File: config.mk
export PLATFORM = sky130hd
export DESIGN_NAME = grid_cursor
export DESIGN_NICKNAME = d
export VERILOG_FILES = /design/src/rtl/grid_pkg.sv /design/src/rtl/grid_hist_stack.sv /design/src/rtl/grid_cursor.sv
export SDC_FILE = /design/constraint.sdc
export NUM_CORES = 1
export LEC_CHECK = 0
export CAP_MARGIN = 20
export CORE_ASPECT_RATIO = 1.25
export CORE_MARGIN = 2
export CORE_UTILIZATION = 51
export DETAILED_ROUTE_END_ITERATION = 10
export GPL_TIMING_DRIVEN = 0
export HOLD_SLACK_MARGIN = 0.03
export PLACE_DENSITY_LB_ADDON = 0.05
export SYNTH_ARGS = -nofsm -noshare
export SYNTH_HDL_FRONTEND = slang
export SYNTH_SLANG_ARGS = --single-unit
File: constraint.sdc
create_clock -name clk -period 3.2 [get_ports clk]
set_input_delay 0.48 -clock clk [delete_from_list [all_inputs] [get_ports clk]]
set_output_delay 0.48 -clock clk [all_outputs]
set_load 0.01 [all_outputs]
File: src/rtl/grid_pkg.sv
// Shared definitions for the grid cursor slice: move directions, default
// grid geometry and the default-width coordinate type.
package grid_pkg;

    localparam int DEF_ROWS    = 3;
    localparam int DEF_COLS    = 3;
    localparam int DEF_COORD_W = 4;

    typedef logic [DEF_COORD_W-1:0] coord_t;

    typedef enum logic [1:0] {
        DIR_UP    = 2'd0,
        DIR_DOWN  = 2'd1,
        DIR_LEFT  = 2'd2,
        DIR_RIGHT = 2'd3
    } dir_e;

endpackage

File: src/rtl/grid_hist_stack.sv
// Bounded LIFO of committed coordinates. A circular buffer lets a push on a
// full stack silently overwrite the oldest entry without shifting storage.
module grid_hist_stack
    import grid_pkg::*;
#(
    parameter int DEPTH = 4,
    parameter int W     = DEF_COORD_W
) (
    input  logic                         clk,
    input  logic                         rst_n,
    input  logic                         push,
    input  logic [W-1:0]                 push_data,
    input  logic                         pop,
    output logic [W-1:0]                 top_data,
    output logic [$clog2(DEPTH+1)-1:0]   count
);

    localparam int PW = (DEPTH > 1) ? $clog2(DEPTH) : 1;
    localparam int CW = $clog2(DEPTH+1);
    localparam logic [PW-1:0] LAST = PW'(DEPTH-1);
    localparam logic [CW-1:0] FULL = CW'(DEPTH);

    logic [DEPTH-1:0][W-1:0] mem;
    logic [PW-1:0]           wptr, wnext, wprev;

    // wptr is the next write slot; the top of stack sits one slot behind it.
    assign wnext    = (wptr == LAST) ? '0 : wptr + PW'(1);
    assign wprev    = (wptr == '0) ? LAST : wptr - PW'(1);
    assign top_data = mem[wprev];

    // Push wins over pop; the caller never asserts both in the same cycle.
    always_ff @(posedge clk or negedge rst_n) begin
        if (!rst_n) begin
            mem   <= '0;
            wptr  <= '0;
            count <= '0;
        end else if (push) begin
            mem[wptr] <= push_data;
            wptr      <= wnext;
            if (count != FULL) count <= count + CW'(1);
        end else if (pop && count != '0) begin
            wptr  <= wprev;
            count <= count - CW'(1);
        end
    end

endmodule

File: src/rtl/grid_cursor.sv
// Player cursor on a ROWS x COLS grid: relative moves, direct load, undo from
// a committed-move history, and a valid/ready commit port downstream.
module grid_cursor
    import grid_pkg::*;
#(
    parameter int ROWS        = DEF_ROWS,
    parameter int COLS        = DEF_COLS,
    parameter int COORD_W     = DEF_COORD_W,
    parameter int RESET_COORD = 0,
    parameter bit WRAP        = 1'b1,
    parameter int HIST_DEPTH  = 4
) (
    input  logic                              clk,
    input  logic                              rst_n,
    input  logic                              move_valid,
    input  logic [1:0]                        move_dir,
    input  logic                              load_en,
    input  logic [COORD_W-1:0]                load_coord,
    input  logic                              undo,
    input  logic                              commit_req,
    output logic                              commit_valid,
    output logic [COORD_W-1:0]                commit_coord,
    input  logic                              commit_ready,
    output logic [COORD_W-1:0]                coord_out,
    output logic [COORD_W-1:0]                row_out,
    output logic [COORD_W-1:0]                col_out,
    output logic [$clog2(HIST_DEPTH+1)-1:0]   hist_count,
    output logic                              err
);

    localparam int HCW = $clog2(HIST_DEPTH+1);
    localparam logic [COORD_W:0]   CELLS   = (COORD_W+1)'(ROWS*COLS);
    localparam logic [COORD_W-1:0] ROW_MAX = COORD_W'(ROWS-1);
    localparam logic [COORD_W-1:0] COL_MAX = COORD_W'(COLS-1);
    localparam logic [COORD_W-1:0] ONE     = COORD_W'(1);
    localparam logic [COORD_W-1:0] RST_ROW = COORD_W'(RESET_COORD / COLS);
    localparam logic [COORD_W-1:0] RST_COL = COORD_W'(RESET_COORD % COLS);

    logic [COORD_W-1:0] row, col;
    logic [COORD_W-1:0] mv_row, mv_col, top;
    logic [HCW-1:0]     hcount;
    logic               mv_edge, hs, load_ok, undo_rej, pop;

    assign coord_out  = COORD_W'(row * COLS + col);
    assign row_out    = row;
    assign col_out    = col;
    assign hist_count = hcount;

    assign hs       = commit_valid & commit_ready;
    assign load_ok  = {1'b0, load_coord} < CELLS;
    // An undo that loses to a handshake or finds no history is rejected.
    assign undo_rej = undo & (hs | (hcount == '0));
    assign pop      = undo & ~undo_rej;

    // Candidate position for a relative move; at an edge either wrap or hold.
    always_comb begin
        mv_row  = row;
        mv_col  = col;
        mv_edge = 1'b0;
        case (dir_e'(move_dir))
            DIR_UP: begin
                if (row == '0) begin mv_edge = 1'b1; if (WRAP) mv_row = ROW_MAX; end
                else mv_row = row - ONE;
            end
            DIR_DOWN: begin
                if (row == ROW_MAX) begin mv_edge = 1'b1; if (WRAP) mv_row = '0; end
                else mv_row = row + ONE;
            end
            DIR_LEFT: begin
                if (col == '0) begin mv_edge = 1'b1; if (WRAP) mv_col = COL_MAX; end
                else mv_col = col - ONE;
            end
            default: begin
                if (col == COL_MAX) begin mv_edge = 1'b1; if (WRAP) mv_col = '0; end
                else mv_col = col + ONE;
            end
        endcase
    end

    // Cursor update with undo > load > move priority; err flags the winner's rejection.
    always_ff @(posedge clk or negedge rst_n) begin
        if (!rst_n) begin
            row <= RST_ROW;
            col <= RST_COL;
            err <= 1'b0;
        end else begin
            if (undo) begin
                if (pop) begin
                    row <= COORD_W'(top / COLS);
                    col <= COORD_W'(top % COLS);
                end
                err <= undo_rej;
            end else if (load_en) begin
                if (load_ok) begin
                    row <= COORD_W'(load_coord / COLS);
                    col <= COORD_W'(load_coord % COLS);
                end
                err <= ~load_ok;
            end else if (move_valid) begin
                row <= mv_row;
                col <= mv_col;
                err <= mv_edge & ~WRAP;
            end else begin
                err <= 1'b0;
            end
        end
    end

    // Commit port: capture the pre-update cursor, hold until accepted.
    always_ff @(posedge clk or negedge rst_n) begin
        if (!rst_n) begin
            commit_valid <= 1'b0;
            commit_coord <= '0;
        end else if (commit_req && !commit_valid) begin
            commit_valid <= 1'b1;
            commit_coord <= coord_out;
        end else if (hs) begin
            commit_valid <= 1'b0;
        end
    end

    grid_hist_stack #(.DEPTH(HIST_DEPTH), .W(COORD_W)) u_hist (
        .clk       (clk),
        .rst_n     (rst_n),
        .push      (hs),
        .push_data (commit_coord),
        .pop       (pop),
        .top_data  (top),
        .count     (hcount)
    );

endmodule

Yosys cells after proc, flatten, opt, wreduce, memory -nomap -nowiden:

Index checks and enable logic that the tools add are counted.

* reduce and logical (&&, ||, !) cells: 18
* eq/ne operators: 10
* bitwise gates (word level): 6
* muxes and demuxes: 32
* $lt $le $gt $ge: 4
* div/mod/pow operators: 4
* multipliers: 1
* $add $sub $neg: 9

Operators by type and width (count)
* 4-bit by 2-bit divider with 32-bit output (second input constant): 2
* 4-bit by 2-bit modulo with 32-bit output (second input constant): 2
* 4-bit 2-to-1 mux: 16
* 16-bit bitwise mux: 1
* 4-bit one-hot mux with 2 select lines: 2
* 3-bit 2-to-1 mux: 3
* 4-bit by 1-bit adder with 4-bit output (second input constant): 2
* 4-bit binary-select mux with 2-bit select: 1
* 4-bit demux with 2-bit select: 1
* 4-bit by 2-bit equality test with 1-bit output (second input constant): 2
* 4-bit zero test: 2
* 2-bit 2-to-1 mux: 4
* 4-bit AND reduction: 2
* 4-bit by 1-bit subtractor with 4-bit output (second input constant): 2
* 2-bit by 3-bit less-than comparator with 1-bit output (second input constant): 2
* 3-bit by 1-bit != test with 1-bit output (second input constant): 2
* 3-bit nonzero test: 2
* 4-bit adder: 1
* 2-bit equality test (second input constant): 2
* 2-bit zero test: 2
* 4-bit less-than comparator (second input constant): 1
* 4-bit by 2-bit multiplier with 4-bit output (second input constant): 1
* 1-bit 2-to-1 mux: 4
* 2-bit by 1-bit != test with 1-bit output (second input constant): 2
* other kinds (17): 23

* bits in registers: 35
* bits of input ports: 13
* word-level logic and storage cells: 95
* output and inout port bits: 21

Longest topological paths before layout:

Gate-level depths: netlist (run 1).

* word-level depth: 8
* mapped depth: 16

Cells and area by module:

A second synthesis (run 1) with hierarchy kept.

* cells, all modules: 306
* area total of the unflattened synthesis: 3029.2 um2

Modules (own cells, without submodules)
* grid_cursor: cells each 226, instances 1, seq. area each 350.3 um2, area each 1943.1 um2
* grid_hist_stack: cells each 80, instances 1, seq. area each 525.5 um2, area each 1086.0 um2

Least setup slack after synthesis (run 1):

No wires, ideal clock.

* path kind: reg-to-reg
* from: register u_hist.wptr[0]
* to: register col[3], in the netlist col_out[3]
* cell stages (with the launch flop): 13
* slack: -178 ps
* buffers on the path: 1
* clock period less this slack: 3378 ps
* data arrival time: 3252 ps
* setup time: 126 ps
* cell sequence: dfrtp_1 -> inv_1 -> ha_1 -> nor2b_2 -> buf_6 -> mux4_2 -> nor2_1 -> ha_1 -> or3b_1 -> a32oi_2 -> nor3b_4 -> nor2_1 -> a221o_1

* word-level cells in the longest chain between the ends: 7
* elaborated cells on any way between the ends: 8
* classes of those cells: add/sub: 1; div: 1; mux: 5; reduce/logical: 1

Ends and longest elaborated chain
* start: declaration: line grid_hist_stack.sv:24 `logic [PW-1:0] wptr, wnext, wprev;`
* start signal: assignment: line grid_hist_stack.sv:39 `wptr <= wnext;`
* start signal: assignment: line grid_hist_stack.sv:42 `wptr <= wprev;`
* 2-bit by 1-bit subtractor with 2-bit output or 2-bit zero test (tied branches): line grid_hist_stack.sv:28 `assign wprev = (wptr == '0) ? LAST : wptr - PW'(1);`
* 2-bit 2-to-1 mux (*): line grid_hist_stack.sv:28
* 4-bit binary-select mux with 2-bit select (*): line grid_hist_stack.sv:29 `assign top_data = mem[wprev];`
* 4-bit 2-to-1 mux (not written as such) (*): line grid_hist_stack.sv:29
* 4-bit by 2-bit modulo with 32-bit output (*): line grid_cursor.sv:90 `col <= COORD_W'(top % COLS);`
* 4-bit 2-to-1 mux (*): line grid_cursor.sv:88 `if (pop) begin`
* 4-bit 2-to-1 mux (*): line grid_cursor.sv:87 `if (undo) begin`
* end signal: assignment: line grid_cursor.sv:90
* end signal: assignment: line grid_cursor.sv:96 `col <= COORD_W'(load_coord % COLS);`
* end signal: assignment: line grid_cursor.sv:101 `col <= mv_col;`
* end: declaration: line grid_cursor.sv:39 `logic [COORD_W-1:0] row, col;`

Mark *: on every way between the ends. The rest lies on a longest branch, timed or not. The select of a mux whose other input is x is not followed.
A chain may end at the register's enable or synchronous reset.

Worst setup path in the final report (run 1):

* from: register u_hist.wptr[1]
* to: register col[0], in the netlist col_out[0]

The elaborated chain is that of the path after synthesis.

==> results of run 1 <==
## worst register-to-register path: stages (launching register included)
cell,delay [ps]
sky130_fd_sc_hd__dfrtp_1,380
sky130_fd_sc_hd__inv_2,70
sky130_fd_sc_hd__ha_4,170
sky130_fd_sc_hd__nor2b_4,100
sky130_fd_sc_hd__buf_6,120
sky130_fd_sc_hd__mux4_2,530
sky130_fd_sc_hd__nor2_4,160
sky130_fd_sc_hd__ha_4,220
sky130_fd_sc_hd__or3b_4,370
sky130_fd_sc_hd__a32oi_2,250
sky130_fd_sc_hd__nor3b_4,280
sky130_fd_sc_hd__buf_6,150
sky130_fd_sc_hd__xnor2_2,50
sky130_fd_sc_hd__a221o_1,280
## per-layer routing
metal / global-route usage / vias up / part of all wire
met5: 0 / - / 0
met3: 0.0433 / 18 / 0.032
met2: 0.439 / 55 / 0.52
met4: 0.0926 / 0 / 0.028
li1: - / 1225 / -
met1: 0.274 / 1237 / 0.42
## cell type report
class                   count  area share
repair buffers             53       0.129
clock inverters             1     0.00136
inverters                  35      0.0364
plain buffers               9      0.0126
well taps                  64      0.0217
flip-flops and latches     35       0.239
clock buffers               7      0.0207
multi-input cells         221       0.540
## what timing repair did
| item | CTS | global route |
|---|---|---|
| pin swaps | 8 | 10 |
| endpoints found under the setup margin | 6 | 4 |
| resized for setup | 19 | 14 |
| buffers inserted | 15 | 6 |
## synth_stat cells (3+ instances only)
| master | n | share of area |
|---|---|---|
| sky130_fd_sc_hd__a21o_1 | 3 | 0.0077 |
| sky130_fd_sc_hd__nand2b_1 | 4 | 0.0085 |
| sky130_fd_sc_hd__nor2_1 | 17 | 0.022 |
| sky130_fd_sc_hd__a211oi_1 | 9 | 0.023 |
| sky130_fd_sc_hd__mux4_1 | 3 | 0.027 |
| sky130_fd_sc_hd__fa_1 | 4 | 0.027 |
| sky130_fd_sc_hd__a221oi_1 | 6 | 0.018 |
| sky130_fd_sc_hd__xnor2_1 | 7 | 0.021 |
| sky130_fd_sc_hd__a21oi_1 | 17 | 0.029 |
| sky130_fd_sc_hd__nor3_1 | 4 | 0.0068 |
| sky130_fd_sc_hd__and2_1 | 4 | 0.0085 |
| sky130_fd_sc_hd__nand2_1 | 19 | 0.024 |
| sky130_fd_sc_hd__clkbuf_1 | 7 | 0.0090 |
| sky130_fd_sc_hd__o311a_1 | 3 | 0.010 |
| sky130_fd_sc_hd__mux4_2 | 3 | 0.023 |
| sky130_fd_sc_hd__ha_1 | 26 | 0.11 |
| sky130_fd_sc_hd__dfrtp_1 | 35 | 0.30 |
| sky130_fd_sc_hd__mux2_2 | 24 | 0.092 |
| sky130_fd_sc_hd__inv_1 | 33 | 0.042 |
| sky130_fd_sc_hd__o21ai_0 | 17 | 0.029 |
| sky130_fd_sc_hd__a221o_1 | 5 | 0.017 |
| sky130_fd_sc_hd__o31ai_1 | 3 | 0.0077 |
## per-stage QoR
stage	setup WS, ps	hold WS [ps]
after detailed placement	-947	502
after global placement	-1010	481
after CTS	-68.9	284
final	-48.7	265
after floorplan	-9.55	184
after global routing	-130	337
## state kept, by name, indices dropped and copies added (netlist names)
register / cells
err: 1
u_hist.mem: 16
u_hist.wptr: 2
row_out: 4
commit_valid: 1
col_out: 4
u_hist.count: 3
commit_coord: 4
## cells by family after synthesis
group | after synthesis | share of synthesized area
AOI/OAI and AO/OA | 86 | 0.217
xor gates and xnor gates | 7 | 0.0209
adders and majority gates | 30 | 0.138
buffers and inverters | 44 | 0.0588
DFF | 35 | 0.299
muxes | 31 | 0.145
and+or+nand+nor | 67 | 0.122
## how the worst max path moves through the flow
stage / endpoint / depth (start not counted)
after floorplan: col_out[3]$_DFFE_PN0P_ / 12
after global placement: col_out[1]$_DFFE_PN0P_ / 13
after detailed placement: col_out[1]$_DFFE_PN0P_ / 13
after CTS: col_out[1]$_DFFE_PN0P_ / 13
after global routing: col_out[0]$_DFFE_PN0P_ / 13
final: col_out[0]$_DFFE_PN0P_ / 13
==> out/metrics.json, run 1 <==
{
  "timing": {
    "final_min_period_over_clock_period": 1.02,
    "slew_of_the_pin_with_the_lowest_slew_margin_ps": 988,
    "rsz0062_at_grt": "yes",
    "final.setup_skew_ps": 11.9,
    "finalCriticalPeriod_ps": 3250,
    "final_report_max_slew_violation_count": 0,
    "layout_setup_ws_ps": -48.7,
    "setup-violations-final": 2,
    "finalHoldViolCount": 0,
    "timing.setup.tns_ps": -72.2,
    "max_freq_ghz": 0.308,
    "worst_max_slew_margin_expressed_relative_to_the_limit": 0.333
  },
  "synthesis": {
    "synthArstFlopShare": 1.00,
    "synth.cell_area_mm2": 0.00293,
    "synth_ff_type": "sky130_fd_sc_hd__dfrtp_1",
    "postSynthAreaPerCell_um2": 9.78,
    "netlist-cell-type-count": 57,
    "postSynthNetCount": 343,
    "synth_edf_count": 0,
    "yosys_warnings": 0,
    "postSynthRegisterBits": 35,
    "synth.yosys.seq_area_share": 0.299,
    "synth_cells": 300
  },
  "worst_setup_path": {
    "crit_path_start": "u_hist.wptr[1]$_DFFE_PN0P_",
    "critical_path.top_delay_family": "simple AND/OR/NAND/NOR gates",
    "list_of_cells_traversed_by_the_critical_path": "inv_2 > ha_4 > nor2b_4 > buf_6 > mux4_2 > nor2_4 > ha_4 > or3b_4 > a32oi_2 > nor3b_4 > buf_6 > xnor2_2 > a221o_1",
    "cp_num_buf_inv": 3,
    "timing.critical_path.to_type": "flop",
    "reg2reg_depth": 13,
    "critical_path.slowest_cell": "sky130_fd_sc_hd__mux4_2",
    "reg2reg_setup_slack_ps": -50,
    "worst_ep_arrival_ps": 3430,
    "critPathMaxFanout": 4,
    "cp-start-kind": "flop",
    "cpPeakStageDelay_ps": 530,
    "reg2reg_from": "u_hist.wptr[1]$_DFFE_PN0P_",
    "critPathKind": "flop to flop",
    "worstPathRequired_ps": 3380,
    "regToRegEndpoint": "col_out[0]$_DFFE_PN0P_"
  },
  "clock_tree": {
    "cts_inserted_buffers": 5,
    "cts.sink_count": 35,
    "clk_latency_ps": 300,
    "cts-root-buf": "sky130_fd_sc_hd__clkbuf_8",
    "clk_path_buf_depth": 2,
    "cts.reportedPaths.clkPinSlew_ps": 80,
    "cts.htree.levels": 2,
    "post_cts_hold_buffer_count": 0,
    "tritoncts": "built"
  },
  "floorplanning": {
    "placeableCoreArea_mm2": 0.00548,
    "floorplan.initialDensity": 0.535,
    "floorplan.die.width_um": 71.8,
    "die_y_um": 88.8,
    "num_rows": 30,
    "dieArea_mm2": 0.00638,
    "boundaryPins": 34
  },
  "global_route": {
    "via_count_of_the_first_global_routing_pass": 2488,
    "grt_max_degree": 36,
    "grt_antenna_before_repair": 0,
    "globalRouteTotalUtil": 0.238,
    "grt.overflow.total": 0,
    "grt_first_pass_wirelength_um": 11600
  },
  "route": {
    "dr.pass1.iters": 4,
    "route.vias.total": 2535,
    "first_iter_violations": 85,
    "drc_errors": 0,
    "antenna_violating_nets_post_route": 0,
    "routed_wirelength_um": 7170,
    "avgViaCountPerCell": 5.96,
    "average_wire_length_per_cell_after_detail_routing_um": 16.9
  },
  "flow_run": {
    "drv_cap": 0
  },
  "layout": {
    "finalNetCount": 403,
    "mostFrequentLayoutCells": "sky130_fd_sc_hd__dfrtp_1 (33), sky130_fd_sc_hd__inv_1 (31), sky130_fd_sc_hd__clkdlybuf4s50_1 (29)",
    "finalInstanceArea_mm2": 0.00368,
    "final-seq-area_um2": 878,
    "multiInputGateArea_mm2": 0.00199,
    "drive_gt1_frac": 0.255,
    "n_antenna_cell": 0,
    "final_cells": 425,
    "fillCellCount": 440,
    "layout_commonest_cell": "sky130_fd_sc_hd__dfrtp_1",
    "postLayoutCoreUtil": 0.672,
    "layout-area-overhead-vs-synth_pct": 25.5
  },
  "status": {
    "failing_checks": "negative setup slack",
    "outcome": "finished with violations"
  },
  "place": {
    "placedCellCount": 396,
    "dp_hpwl_um": 5170,
    "placement.cell_area_mm2": 0.00335,
    "finalWeightedCongestion": 0.870,
    "port_buffers": 32
  },
  "worst_hold_path": {
    "min_path_type": "primary input to asynchronous set/reset pin"
  }
}
Power of run 1 is left out: the tool's default activity adds up to more than one toggle a clock period on the data nets, which glitch-free logic cannot reach.
==> run 2, diff against run 1 <==
--- a/config.mk
+++ b/config.mk
@@ -5,7 +5,7 @@
 export SDC_FILE = /design/constraint.sdc
 export NUM_CORES = 1
 export LEC_CHECK = 0
-export CAP_MARGIN = 20
+export CAP_MARGIN = 15
 export CORE_ASPECT_RATIO = 1.25
 export CORE_MARGIN = 2
 export CORE_UTILIZATION = 51
==> results of run 2 <==
Same layout as run 1: the final DEF is identical, and so are final timing and power.
Power of run 2 is left out for the same reason.
==> run 3, diff against run 2 <==
--- a/config.mk
+++ b/config.mk
@@ -9,6 +9,7 @@
 export CORE_ASPECT_RATIO = 1.25
 export CORE_MARGIN = 2
 export CORE_UTILIZATION = 51
+export CTS_CLUSTER_DIAMETER = 50
 export DETAILED_ROUTE_END_ITERATION = 10
 export GPL_TIMING_DRIVEN = 0
 export HOLD_SLACK_MARGIN = 0.03
==> results of run 3 <==
Same layout as run 1: the final DEF is identical, and so are final timing and power.
Power of run 3 is left out for the same reason.
